File: src/rtl/if_integrator_pkg.sv
`default_nettype none
// ============================================================================
// Module      : if_integrator_pkg
// Description : Shared state encoding and width check for the IF integrator.
// Revision    : 1.0  initial release
// ============================================================================
package if_integrator_pkg;

    typedef enum logic [1:0] {
        ST_IDLE      = 2'd0,
        ST_SETTLE    = 2'd1,
        ST_INTEGRATE = 2'd2
    } state_t;

    // True when the accumulator can hold the largest possible sum without wrapping
    function automatic bit acc_width_ok(input int acc_w, input int if_w, input int cnt_w);
        return acc_w >= (if_w + cnt_w);
    endfunction

endpackage
`default_nettype wire

File: src/rtl/if_integrator_if.sv
`default_nettype none
// ============================================================================
// Module      : if_integrator_if
// Description : Sample stream, step control and result bus of the IF integrator.
//               master = producer/consumer side, slave = integrator.
// Revision    : 1.0  initial release
// ============================================================================
interface if_integrator_if #(
    parameter int IF_WIDTH  = 32,
    parameter int CNT_WIDTH = 16,
    parameter int ACC_WIDTH = 48,
    parameter int IDX_WIDTH = 10
);
    logic signed [IF_WIDTH-1:0]  if_in;
    logic                        if_valid;
    logic                        step_start;
    logic        [CNT_WIDTH-1:0] settle_len;
    logic        [CNT_WIDTH-1:0] int_len;
    logic signed [ACC_WIDTH-1:0] sum_out;
    logic        [IDX_WIDTH-1:0] idx_out;
    logic                        out_valid;
    logic                        out_ready;
    logic                        busy;
    logic                        overrun;
    logic                        aborted;

    modport master (
        output if_in, if_valid, step_start, settle_len, int_len, out_ready,
        input  sum_out, idx_out, out_valid, busy, overrun, aborted
    );

    modport slave (
        input  if_in, if_valid, step_start, settle_len, int_len, out_ready,
        output sum_out, idx_out, out_valid, busy, overrun, aborted
    );
endinterface
`default_nettype wire

File: src/rtl/if_integrator_result_reg.sv
`default_nettype none
// ============================================================================
// Module      : if_result_reg
// Description : Single-entry valid/ready result register. A load arriving
//               while a result is pending and not being taken is dropped and
//               flagged in the sticky overrun bit.
// Revision    : 1.0  initial release
// ============================================================================
module if_result_reg #(
    parameter int ACC_WIDTH = 48,
    parameter int IDX_WIDTH = 10
) (
    input  wire logic                        clk,
    input  wire logic                        rst,
    input  wire logic                        load,
    input  wire logic signed [ACC_WIDTH-1:0] load_sum,
    input  wire logic        [IDX_WIDTH-1:0] load_idx,
    input  wire logic                        out_ready,
    output      logic signed [ACC_WIDTH-1:0] sum_out,
    output      logic        [IDX_WIDTH-1:0] idx_out,
    output      logic                        out_valid,
    output      logic                        overrun
);
    logic signed [ACC_WIDTH-1:0] r_sum;
    logic        [IDX_WIDTH-1:0] r_idx;
    logic                        r_valid;
    logic                        r_overrun;
    logic                        w_blocked;

    // Entry is full and the consumer is not draining it this cycle
    assign w_blocked = r_valid && !out_ready;

    // Load/drain the single entry; a blocked load keeps the old result
    always_ff @(posedge clk or posedge rst) begin
        if (rst) begin
            r_sum     <= '0;
            r_idx     <= '0;
            r_valid   <= 1'b0;
            r_overrun <= 1'b0;
        end else if (load) begin
            if (w_blocked) begin
                r_overrun <= 1'b1;
            end else begin
                r_sum   <= load_sum;
                r_idx   <= load_idx;
                r_valid <= 1'b1;
            end
        end else if (r_valid && out_ready) begin
            r_valid <= 1'b0;
        end
    end

    assign sum_out   = r_sum;
    assign idx_out   = r_idx;
    assign out_valid = r_valid;
    assign overrun   = r_overrun;

endmodule
`default_nettype wire

File: src/rtl/if_integrator.sv
`default_nettype none
// ============================================================================
// Module      : if_integrator
// Description : Accumulate-and-dump stage after the IF mixer. Per frequency
//               step: discard settle_len valid samples, sum int_len valid
//               samples, hand the sum and step index to a result register.
// Revision    : 1.0  initial release
// ============================================================================
module if_integrator
    import if_integrator_pkg::*;
#(
    parameter int IF_WIDTH  = 32,
    parameter int CNT_WIDTH = 16,
    parameter int ACC_WIDTH = 48,
    parameter int IDX_WIDTH = 10
) (
    input  wire logic       clk,
    input  wire logic       rst,
    if_integrator_if.slave  bus
);
    localparam logic [CNT_WIDTH-1:0] c_CNT_ONE = CNT_WIDTH'(1);
    localparam logic [IDX_WIDTH-1:0] c_IDX_ONE = IDX_WIDTH'(1);

    generate
        if (!acc_width_ok(ACC_WIDTH, IF_WIDTH, CNT_WIDTH)) begin : g_acc_width_check
            $error("if_integrator: ACC_WIDTH must be >= IF_WIDTH + CNT_WIDTH");
        end
    endgenerate

    state_t                      r_state, w_state_nxt, w_cur_state;
    logic        [CNT_WIDTH-1:0] r_settle_cnt, w_settle_nxt, w_cur_settle;
    logic        [CNT_WIDTH-1:0] r_int_cnt, w_int_nxt, w_cur_int;
    logic signed [ACC_WIDTH-1:0] r_acc, w_acc_nxt, w_cur_acc;
    logic signed [ACC_WIDTH-1:0] w_sample;
    logic        [IDX_WIDTH-1:0] r_step_cnt, r_cur_idx, w_cur_idx;
    logic                        r_aborted;
    logic                        w_done;

    assign w_sample = {{(ACC_WIDTH-IF_WIDTH){bus.if_in[IF_WIDTH-1]}}, bus.if_in};

    // State register
    always_ff @(posedge clk or posedge rst) begin
        if (rst) r_state <= ST_IDLE;
        else     r_state <= w_state_nxt;
    end

    // Next-state and datapath: a step_start first re-seeds the step, then the
    // same-cycle sample is applied to that fresh step
    always_comb begin
        w_cur_state  = r_state;
        w_cur_settle = r_settle_cnt;
        w_cur_int    = r_int_cnt;
        w_cur_acc    = r_acc;
        w_cur_idx    = r_cur_idx;
        if (bus.step_start) begin
            w_cur_state  = (bus.settle_len != '0) ? ST_SETTLE : ST_INTEGRATE;
            w_cur_settle = bus.settle_len;
            w_cur_int    = bus.int_len;
            w_cur_acc    = '0;
            w_cur_idx    = r_step_cnt;
        end
        w_state_nxt  = w_cur_state;
        w_settle_nxt = w_cur_settle;
        w_int_nxt    = w_cur_int;
        w_acc_nxt    = w_cur_acc;
        w_done       = 1'b0;
        case (w_cur_state)
            ST_SETTLE: begin
                if (bus.if_valid) begin
                    w_settle_nxt = w_cur_settle - c_CNT_ONE;
                    if (w_cur_settle == c_CNT_ONE) begin
                        if (w_cur_int == '0) begin
                            w_done      = 1'b1;
                            w_state_nxt = ST_IDLE;
                        end else begin
                            w_state_nxt = ST_INTEGRATE;
                        end
                    end
                end
            end
            ST_INTEGRATE: begin
                if (w_cur_int == '0) begin
                    // Zero-length integration: empty sum is ready at once
                    w_done      = 1'b1;
                    w_state_nxt = ST_IDLE;
                end else if (bus.if_valid) begin
                    w_acc_nxt = w_cur_acc + w_sample;
                    w_int_nxt = w_cur_int - c_CNT_ONE;
                    if (w_cur_int == c_CNT_ONE) begin
                        w_done      = 1'b1;
                        w_state_nxt = ST_IDLE;
                    end
                end
            end
            default: ;
        endcase
    end

    // Counters, accumulator, step index and sticky abort flag
    always_ff @(posedge clk or posedge rst) begin
        if (rst) begin
            r_settle_cnt <= '0;
            r_int_cnt    <= '0;
            r_acc        <= '0;
            r_step_cnt   <= '0;
            r_cur_idx    <= '0;
            r_aborted    <= 1'b0;
        end else begin
            r_settle_cnt <= w_settle_nxt;
            r_int_cnt    <= w_int_nxt;
            r_acc        <= w_acc_nxt;
            r_cur_idx    <= w_cur_idx;
            if (bus.step_start) begin
                r_step_cnt <= r_step_cnt + c_IDX_ONE;
                if (r_state != ST_IDLE) r_aborted <= 1'b1;
            end
        end
    end

    assign bus.busy    = (r_state != ST_IDLE);
    assign bus.aborted = r_aborted;

    if_result_reg #(
        .ACC_WIDTH (ACC_WIDTH),
        .IDX_WIDTH (IDX_WIDTH)
    ) u_result_reg (
        .clk       (clk),
        .rst       (rst),
        .load      (w_done),
        .load_sum  (w_acc_nxt),
        .load_idx  (w_cur_idx),
        .out_ready (bus.out_ready),
        .sum_out   (bus.sum_out),
        .idx_out   (bus.idx_out),
        .out_valid (bus.out_valid),
        .overrun   (bus.overrun)
    );

endmodule
`default_nettype wire

File: src/flat_wrapper.sv
// flat-port wrapper written by rule: the top's interface ports become plain ports
module if_integrator_flat import if_integrator_pkg::*;
#(
    parameter int IF_WIDTH  = 32,
    parameter int CNT_WIDTH = 16,
    parameter int ACC_WIDTH = 48,
    parameter int IDX_WIDTH = 10
)
  (clk, rst, bus_if_in, bus_if_valid, bus_step_start, bus_settle_len, bus_int_len, bus_out_ready, bus_sum_out, bus_idx_out, bus_out_valid, bus_busy, bus_overrun, bus_aborted);
  if_integrator_if #(.IF_WIDTH(IF_WIDTH), .CNT_WIDTH(CNT_WIDTH), .ACC_WIDTH(ACC_WIDTH), .IDX_WIDTH(IDX_WIDTH)) bus_i ();
  input  wire logic clk;
  input  wire logic rst;
  input wire logic [$bits(bus_i.if_in)-1:0] bus_if_in;
  input wire logic [$bits(bus_i.if_valid)-1:0] bus_if_valid;
  input wire logic [$bits(bus_i.step_start)-1:0] bus_step_start;
  input wire logic [$bits(bus_i.settle_len)-1:0] bus_settle_len;
  input wire logic [$bits(bus_i.int_len)-1:0] bus_int_len;
  input wire logic [$bits(bus_i.out_ready)-1:0] bus_out_ready;
  output wire logic [$bits(bus_i.sum_out)-1:0] bus_sum_out;
  output wire logic [$bits(bus_i.idx_out)-1:0] bus_idx_out;
  output wire logic [$bits(bus_i.out_valid)-1:0] bus_out_valid;
  output wire logic [$bits(bus_i.busy)-1:0] bus_busy;
  output wire logic [$bits(bus_i.overrun)-1:0] bus_overrun;
  output wire logic [$bits(bus_i.aborted)-1:0] bus_aborted;
  assign bus_i.if_in = bus_if_in;
  assign bus_i.if_valid = bus_if_valid;
  assign bus_i.step_start = bus_step_start;
  assign bus_i.settle_len = bus_settle_len;
  assign bus_i.int_len = bus_int_len;
  assign bus_i.out_ready = bus_out_ready;
  assign bus_sum_out = bus_i.sum_out;
  assign bus_idx_out = bus_i.idx_out;
  assign bus_out_valid = bus_i.out_valid;
  assign bus_busy = bus_i.busy;
  assign bus_overrun = bus_i.overrun;
  assign bus_aborted = bus_i.aborted;
  if_integrator #(.IF_WIDTH(IF_WIDTH), .CNT_WIDTH(CNT_WIDTH), .ACC_WIDTH(ACC_WIDTH), .IDX_WIDTH(IDX_WIDTH)) u_core (.clk(clk), .rst(rst), .bus(bus_i));
endmodule
File: config.mk
export PLATFORM = sky130hd
export DESIGN_NAME = if_integrator_flat
export DESIGN_NICKNAME = d
export VERILOG_FILES = /design/src/rtl/if_integrator_pkg.sv /design/src/rtl/if_integrator_if.sv /design/src/rtl/if_integrator_result_reg.sv /design/src/rtl/if_integrator.sv /design/src/flat_wrapper.sv
export SDC_FILE = /design/constraint.sdc
export NUM_CORES = 1
export LEC_CHECK = 0
export ABC_AREA = 1
export CAP_MARGIN = 20
export CORE_MARGIN = 2
export CORE_UTILIZATION = 47
export CTS_CLUSTER_SIZE = 24
export DETAILED_ROUTE_END_ITERATION = 7
export GPL_TIMING_DRIVEN = 0
export HOLD_SLACK_MARGIN = 0.02
export PLACE_DENSITY_LB_ADDON = 0.3
export SLEW_MARGIN = 20
export SYNTH_ARGS = -nofsm -noshare
export SYNTH_HDL_FRONTEND = slang
export SYNTH_HIERARCHICAL = 1
export SYNTH_SLANG_ARGS = --single-unit
File: constraint.sdc
create_clock -name clk -period 6.8 [get_ports clk]
set_input_delay 1.36 -clock clk [delete_from_list [all_inputs] [get_ports clk]]
set_output_delay 1.36 -clock clk [all_outputs]
set_load 0.05 [all_outputs]
== Yosys cells after proc, flatten, opt, wreduce, memory -nomap -nowiden ==
Cells that the tools add are included.

* Flip-flop bits (word level): 163
* Output and inout port bits: 62

* Add/sub/neg operators: 4
* Equal/unequal tests: 5
* Multiplexer cells: 31
* Bitwise gates (word level): 1
* Reduce and logical (&&, ||, !) cells: 11

{| class="wikitable"
|+ Operators by type and width
! cell !! count
|-
| 48-bit 2-to-1 mux || 4
|-
| 16-bit 2-to-1 mux || 7
|-
| 48-bit by 32-bit adder with 48-bit output || 1
|-
| 16-bit by 1-bit equality test with 1-bit output (second input constant) || 2
|-
| 16-bit by 1-bit subtractor with 16-bit output (second input constant) || 2
|-
| 16-bit logical NOT || 1
|-
| 2-bit 2-to-1 mux || 8
|-
| 16-bit nonzero test || 1
|-
| 10-bit by 1-bit adder with 10-bit output (second input constant) || 1
|-
| 10-bit 2-to-1 mux || 1
|-
| 1-bit 2-to-1 mux || 9
|-
| 2-bit AND reduction || 4
|-
| 2-bit one-hot mux with 2 select lines || 1
|-
| 2-bit nonzero test || 2
|-
| 2-bit by 1-bit equality test with 1-bit output (second input constant) || 1
|-
| 2-bit equality test (second input constant) || 1
|-
| 1-bit logical AND || 2
|-
| 2-bit != test (second input constant) || 1
|-
| 1-bit one-hot mux with 2 select lines || 1
|-
| 1-bit logical NOT || 1
|-
| 1-bit inverter || 1
|}

== Depth between registers and ports, before layout ==
Gate-level depths: netlist of run 1.

* Word-level depth: 8
* Depth in mapped cells: 24
* Gate-level depth less buffers: 20

== Cells and area by module ==
Netlist of run 1, hierarchy kept.

{| class="wikitable"
|+ Modules (own cells, without submodules)
! module !! times used !! cells an instance !! area an instance (µm²) !! sequential area each (µm²)
|-
| if_integrator || 1 || 1547 || 9296.4 || 2577.5
|-
| if_result_reg || 1 || 260 || 2382.3 || 1501.4
|}

== Least setup slack after synthesis of run 1 ==
No wires, ideal clock.

* Kind: input -> register
* From: in bus_step_start
* To: reg u_core.u_result_reg.r_sum[36], in the netlist u_core/u_result_reg/sum_out[36]
* Arrival time: 3.931 ns
* Data required time: 6.681 ns
* Path slack: 2.749 ns
* Cell stages on the path: 23
* Path buffers: 5
* Cell sequence: buf_6 buf_6 buf_2 clkbuf_1 clkbuf_1 nor2_1 ha_1 inv_1 fa_1 inv_1 nand3_1 nand3_1 nand3_1 nand3_1 nand2_1 nand2_1 nand2_1 nand2_1 nand2_1 nand3_1 nand2_1 nand3_1 nand2_1

{| class="wikitable"
|+ RTL lines
! element !! line !! RTL
|-
| start: declaration || flat_wrapper.sv:15 || <nowiki>input wire logic [$bits(bus_i.step_start)-1:0] bus_step_start;</nowiki>
|-
| 48-bit 2-to-1 mux || if_integrator.sv:55 || <nowiki>if (bus.step_start) begin</nowiki>
|-
| 48-bit by 32-bit adder with 48-bit output || if_integrator.sv:87 || <nowiki>w_acc_nxt = w_cur_acc + w_sample;</nowiki>
|-
| 48-bit 2-to-1 mux || if_integrator.sv:86 || <nowiki>end else if (bus.if_valid) begin</nowiki>
|-
| 48-bit 2-to-1 mux || if_integrator.sv:82 || <nowiki>if (w_cur_int == '0) begin</nowiki>
|-
| 48-bit 2-to-1 mux (*) || if_integrator.sv:67 || <nowiki>case (w_cur_state)</nowiki>
|-
| via u_core.w_acc_nxt[36] || if_integrator.sv:33 || <nowiki>logic signed [ACC_WIDTH-1:0] r_acc, w_acc_nxt, w_cur_acc;</nowiki>
|-
| end signal: assignment || if_integrator_result_reg.sv:44 || <nowiki>r_sum <= load_sum;</nowiki>
|-
| end: declaration || if_integrator_result_reg.sv:24 || <nowiki>logic signed [ACC_WIDTH-1:0] r_sum;</nowiki>
|}

Mark *: on every way through the listed nets, which the timed path passes. The rest lies on a longest branch.
A chain may end at the register's enable or synchronous reset.

== Worst setup path in the final report of run 1 ==
* From: in bus_step_start
* To: reg u_core.u_result_reg.r_sum[20], in the netlist u_core/u_result_reg/sum_out[20]

Same word-level chain as after synthesis.

==> flow_metrics.py, run 1 <==
metrics = {
    "critical_path": {
        "crit_path_end_kind": "register",
        "critical_path.max_fanout": 10,
        "cp-start-kind": "input port",
        "worstReg2RegStart": "u_core/r_acc[0]",
        "timing.rr.end": "u_core/u_result_reg/sum_out[20]",
        "crit_type": "input port to register",
        "required_ns": 7.17,
        "r2r_slack_ns": 3.71,
        "rr_worst_depth": 16,
        "arrival_ns": 6.17,
    },
    "yosys": {
        "postSynth.asyncResetShare_pct": 100.0,
        "syn_avg_cell_area_um2": 6.463,
        "yosysSeqAreaShare_pct": 34.93,
        "synth_nets": 1931,
        "synth_top_cells_by_area": "dfrtp_1 35%, nand2_1 22%, inv_1 10%",
        "synth_top_area_cell": "dfrtp_1",
        "ys_ff_latch": 163,
        "synthFlopType": "dfrtp_1",
        "synth.distinct_cells": 42,
        "synth_top_cell_area_share_pct": 34.93,
        "yosys_warnings": 6,
        "netlist_area_um2": 11680,
        "synthCells": 1807,
        "synth_edf_count": 0,
    },
    "timing": {
        "fin_crit_sh_pct": 85.30,
        "maxSlewViolCount": 0,
        "fin_worst_skew_ns": 0.01214,
        "worst_pin_slew_ns": 0.8225,
        "setup_violations": 0,
        "min_period_ns": 5.800,
        "holdWs_ns": 0.4683,
        "worst_slack_ns": 0.9997,
        "finalHoldViolations": 0,
        "timing.fmax_ghz": 0.1724,
        "relSlewSlack_pct": 45.16,
        "fin_setup_tns_ns": 0,
        "rsz0062_at_grt": "no",
    },
    "placement": {
        "place_inst": 2263,
        "io_buffers": 130,
        "pre_cts_slack_ns": 0.6674,
        "dp_hpwl_um": 29090,
        "place_congestion": 0.9827,
    },
    "layout": {
        "multi_input_area_um2": 6097,
        "post-route-util_pct": 57.49,
        "diodes": 0,
        "num-fill-cells": 2419,
        "nNetsFinal": 2082,
        "fin_cells": 2295,
        "drive_gt1_share_pct": 4.820,
        "regArea_um2": 4079,
        "area_growth_pct": 20.07,
    },
    "clock_tree": {
        "postCtsSetupRepairBufs": 0,
        "holdBufCountCts": 0,
        "cts-root-buf": "clkbuf_16",
        "cts_max_path_buffers": 2,
        "cts_buffers": 17,
        "cts.repair.resized": 0,
        "clock_latency_ns": 0.44,
        "htree_levels": 4,
        "clk_pin_slew_worst_paths_ns": 0.07,
        "cts.sinks": 163,
        "tritoncts": "yes",
    },
    "run": {
        "drv_cap": 0,
    },
    "power": {
        "ir_worst_vdd_mv": 0.1401,
        "power_density_nw_per_um2": 181.2,
        "p_leak_nw": 7.847,
    },
    "global_routing": {
        "grtUsageTotal_pct": 28.31,
        "overflow": 0,
        "grt_pass1_vias": 11078,
        "antenna_found_initial": 0,
        "grt_pass1_wl_um": 57360,
        "grt_max_degree": 72,
    },
    "die": {
        "die_x_um": 161.6,
        "row_count": 57,
        "fp.dieH_um": 161.6,
        "initial_core_util_pct": 47.88,
        "die_area_um2": 26130,
        "io_pins": 131,
        "core_um2": 24390,
    },
    "drt": {
        "num_vias": 11651,
        "drt_iter0_drc": 946,
        "dr.pass1.iters": 5,
        "via_per_inst": 5.077,
        "routed_wl_um": 36510,
        "wl_per_cell_um": 15.91,
        "drc": 0,
        "ant_nets": 0,
    },
    "outcome": {
        "status": "finished clean",
    },
    "worst_hold_path": {
        "min_to": "u_core/bus.aborted",
        "min_path_cells": 1,
        "hp-class": "register to register",
        "hold_path_startpoint": "u_core/bus.aborted",
    },
}
[per-layer routing]
metal | track usage, % | part of all wire, %
met1 | 40.10 | 46
met4 | 9.694 | 3.0
met3 | 3.133 | 6.5
met2 | 45.28 | 44
met5 | 0 | 0
[per-stage QoR]
| step | power [mW] | instance area, um2 |
|---|---|---|
| 2_1_floorplan | 1.434 | 11680 |
| 3_3_place_gp | 1.587 | 13390 |
| 3_5_place_dp | 1.606 | 13450 |
| 4_1_cts | 2.549 | 14020 |
| 5_1_grt | 2.663 | 14020 |
| 6_report | 2.540 | 14020 |
[report_power, final]
| part | internal, mW | switching [mW] | total, mW | leakage, nW |
|---|---|---|---|---|
| combinational | 0.181 | 0.335 | 0.516 | 5.43 |
| sequential | 1.05 | 0.0354 | 1.08 | 2.14 |
| clock | 0.495 | 0.449 | 0.944 | 0.271 |
[worst max-delay path, stage by stage]
cell	delay, ns
clkdlybuf4s50_1	0.51
buf_6	0.16
buf_6	0.15
buf_2	0.22
clkbuf_1	0.59
clkbuf_1	0.60
nor2_1	0.19
ha_1	0.27
inv_1	0.07
fa_1	0.21
inv_1	0.11
nand3_1	0.08
nand3_1	0.18
nand3_1	0.12
nand3_1	0.30
nand2_1	0.14
nand2_1	0.11
xnor2_1	0.15
a21oi_1	0.42
nand3_1	0.14
nand2_1	0.09
[how the worst max path moves through the flow]
| stage | start | end | slack, ns | cells past startpoint |
|---|---|---|---|---|
| 2_1_floorplan | rst | u_core/bus.aborted | 2.74 | 1 |
| 3_3_place_gp | bus_step_start | u_core/u_result_reg/sum_out[20] | 0.71 | 21 |
| 3_5_place_dp | bus_step_start | u_core/u_result_reg/sum_out[20] | 0.67 | 21 |
| 4_1_cts | bus_step_start | u_core/u_result_reg/sum_out[20] | 1.10 | 21 |
| 5_1_grt | bus_step_start | u_core/u_result_reg/sum_out[20] | 0.75 | 21 |
| 6_report | bus_step_start | u_core/u_result_reg/sum_out[20] | 1.0 | 21 |
[synthesized netlist by cell type, types with 2 or more instances]
cell type / instances
o21ai_0: 48
xnor2_1: 19
o21ai_1: 9
nor3_1: 10
and2_1: 2
or2_2: 6
o21ai_2: 2
buf_6: 10
a21oi_1: 41
nor4_1: 3
nor2_1: 157
buf_1: 3
dfrtp_1: 163
a21oi_2: 3
a31oi_1: 3
or2_1: 2
nand2_2: 3
buf_2: 23
clkbuf_1: 5
nand2_1: 685
nor2_2: 3
nand3b_1: 2
ha_1: 54
clkinv_1: 3
xor2_1: 34
nand3_1: 146
nand4_1: 23
o21bai_1: 10
inv_1: 320
buf_4: 3
[cell type report]
cell class              count  share of cell area [%]
plain buffers              44                   1.999
clock buffers              18                   3.132
well taps                 324                   2.891
flip-flops and latches    163                   29.09
repair buffers            132                   9.673
clock inverters            14                  0.9637
inverters                 325                   8.771
multi-input cells        1275                   43.48
[layout by cell type, fill, tap and decap left out, types with 4 or more instances in the layout]
cell type	count
o21ai_0	48
nand4_1	23
nand3_1	146
nor2_1	157
o21ai_1	9
xor2_1	34
clkbuf_16	17
dfrtp_1	163
ha_1	54
buf_6	10
o21bai_1	10
nor3_1	10
inv_1	318
or2_2	6
a21oi_1	41
inv_6	5
clkinvlp_4	4
xnor2_1	19
nand2_1	685
clkbuf_1	5
inv_8	4
buf_2	23
clkdlybuf4s50_1	130
[state kept, by name (all words and copies together), names as in the netlist]
register,count
u_core/r_acc,48
u_core/u_result_reg/sum_out,48
u_core/r_int_cnt,16
u_core/r_settle_cnt,16
u_core/r_cur_idx,10
u_core/r_step_cnt,10
u_core/u_result_reg/idx_out,10
u_core/r_state,2
u_core/bus.aborted,1
u_core/u_result_reg/out_valid,1
u_core/u_result_reg/overrun,1
[logic make-up (layout without fill, tap and decap cells)]
kind of cell / Yosys count / in the layout / synth area share [%]
flops: 163 / 163 / 34.93
buf+inv: 369 / 533 / 12.87
xor+xnor: 53 / 53 / 3.975
mux: 1 / 1 / 0.08571
compound gates: 121 / 121 / 5.721
fa+ha+maj: 55 / 55 / 5.957
simple gates: 1045 / 1045 / 36.47
No activity file was read; power rests on OpenSTA's default activity.
==> run 2, diff against run 1 <==
--- a/config.mk
+++ b/config.mk
@@ -9,6 +9,7 @@
 export CAP_MARGIN = 20
 export CORE_MARGIN = 2
 export CORE_UTILIZATION = 47
+export CTS_BUF_LIST = sky130_fd_sc_hd__clkbuf_4 sky130_fd_sc_hd__clkbuf_8 sky130_fd_sc_hd__clkbuf_16
 export CTS_CLUSTER_SIZE = 24
 export DETAILED_ROUTE_END_ITERATION = 7
 export GPL_TIMING_DRIVEN = 0
==> results of run 2 <==
Final layout, timing and power as in run 1 (identical DEF).
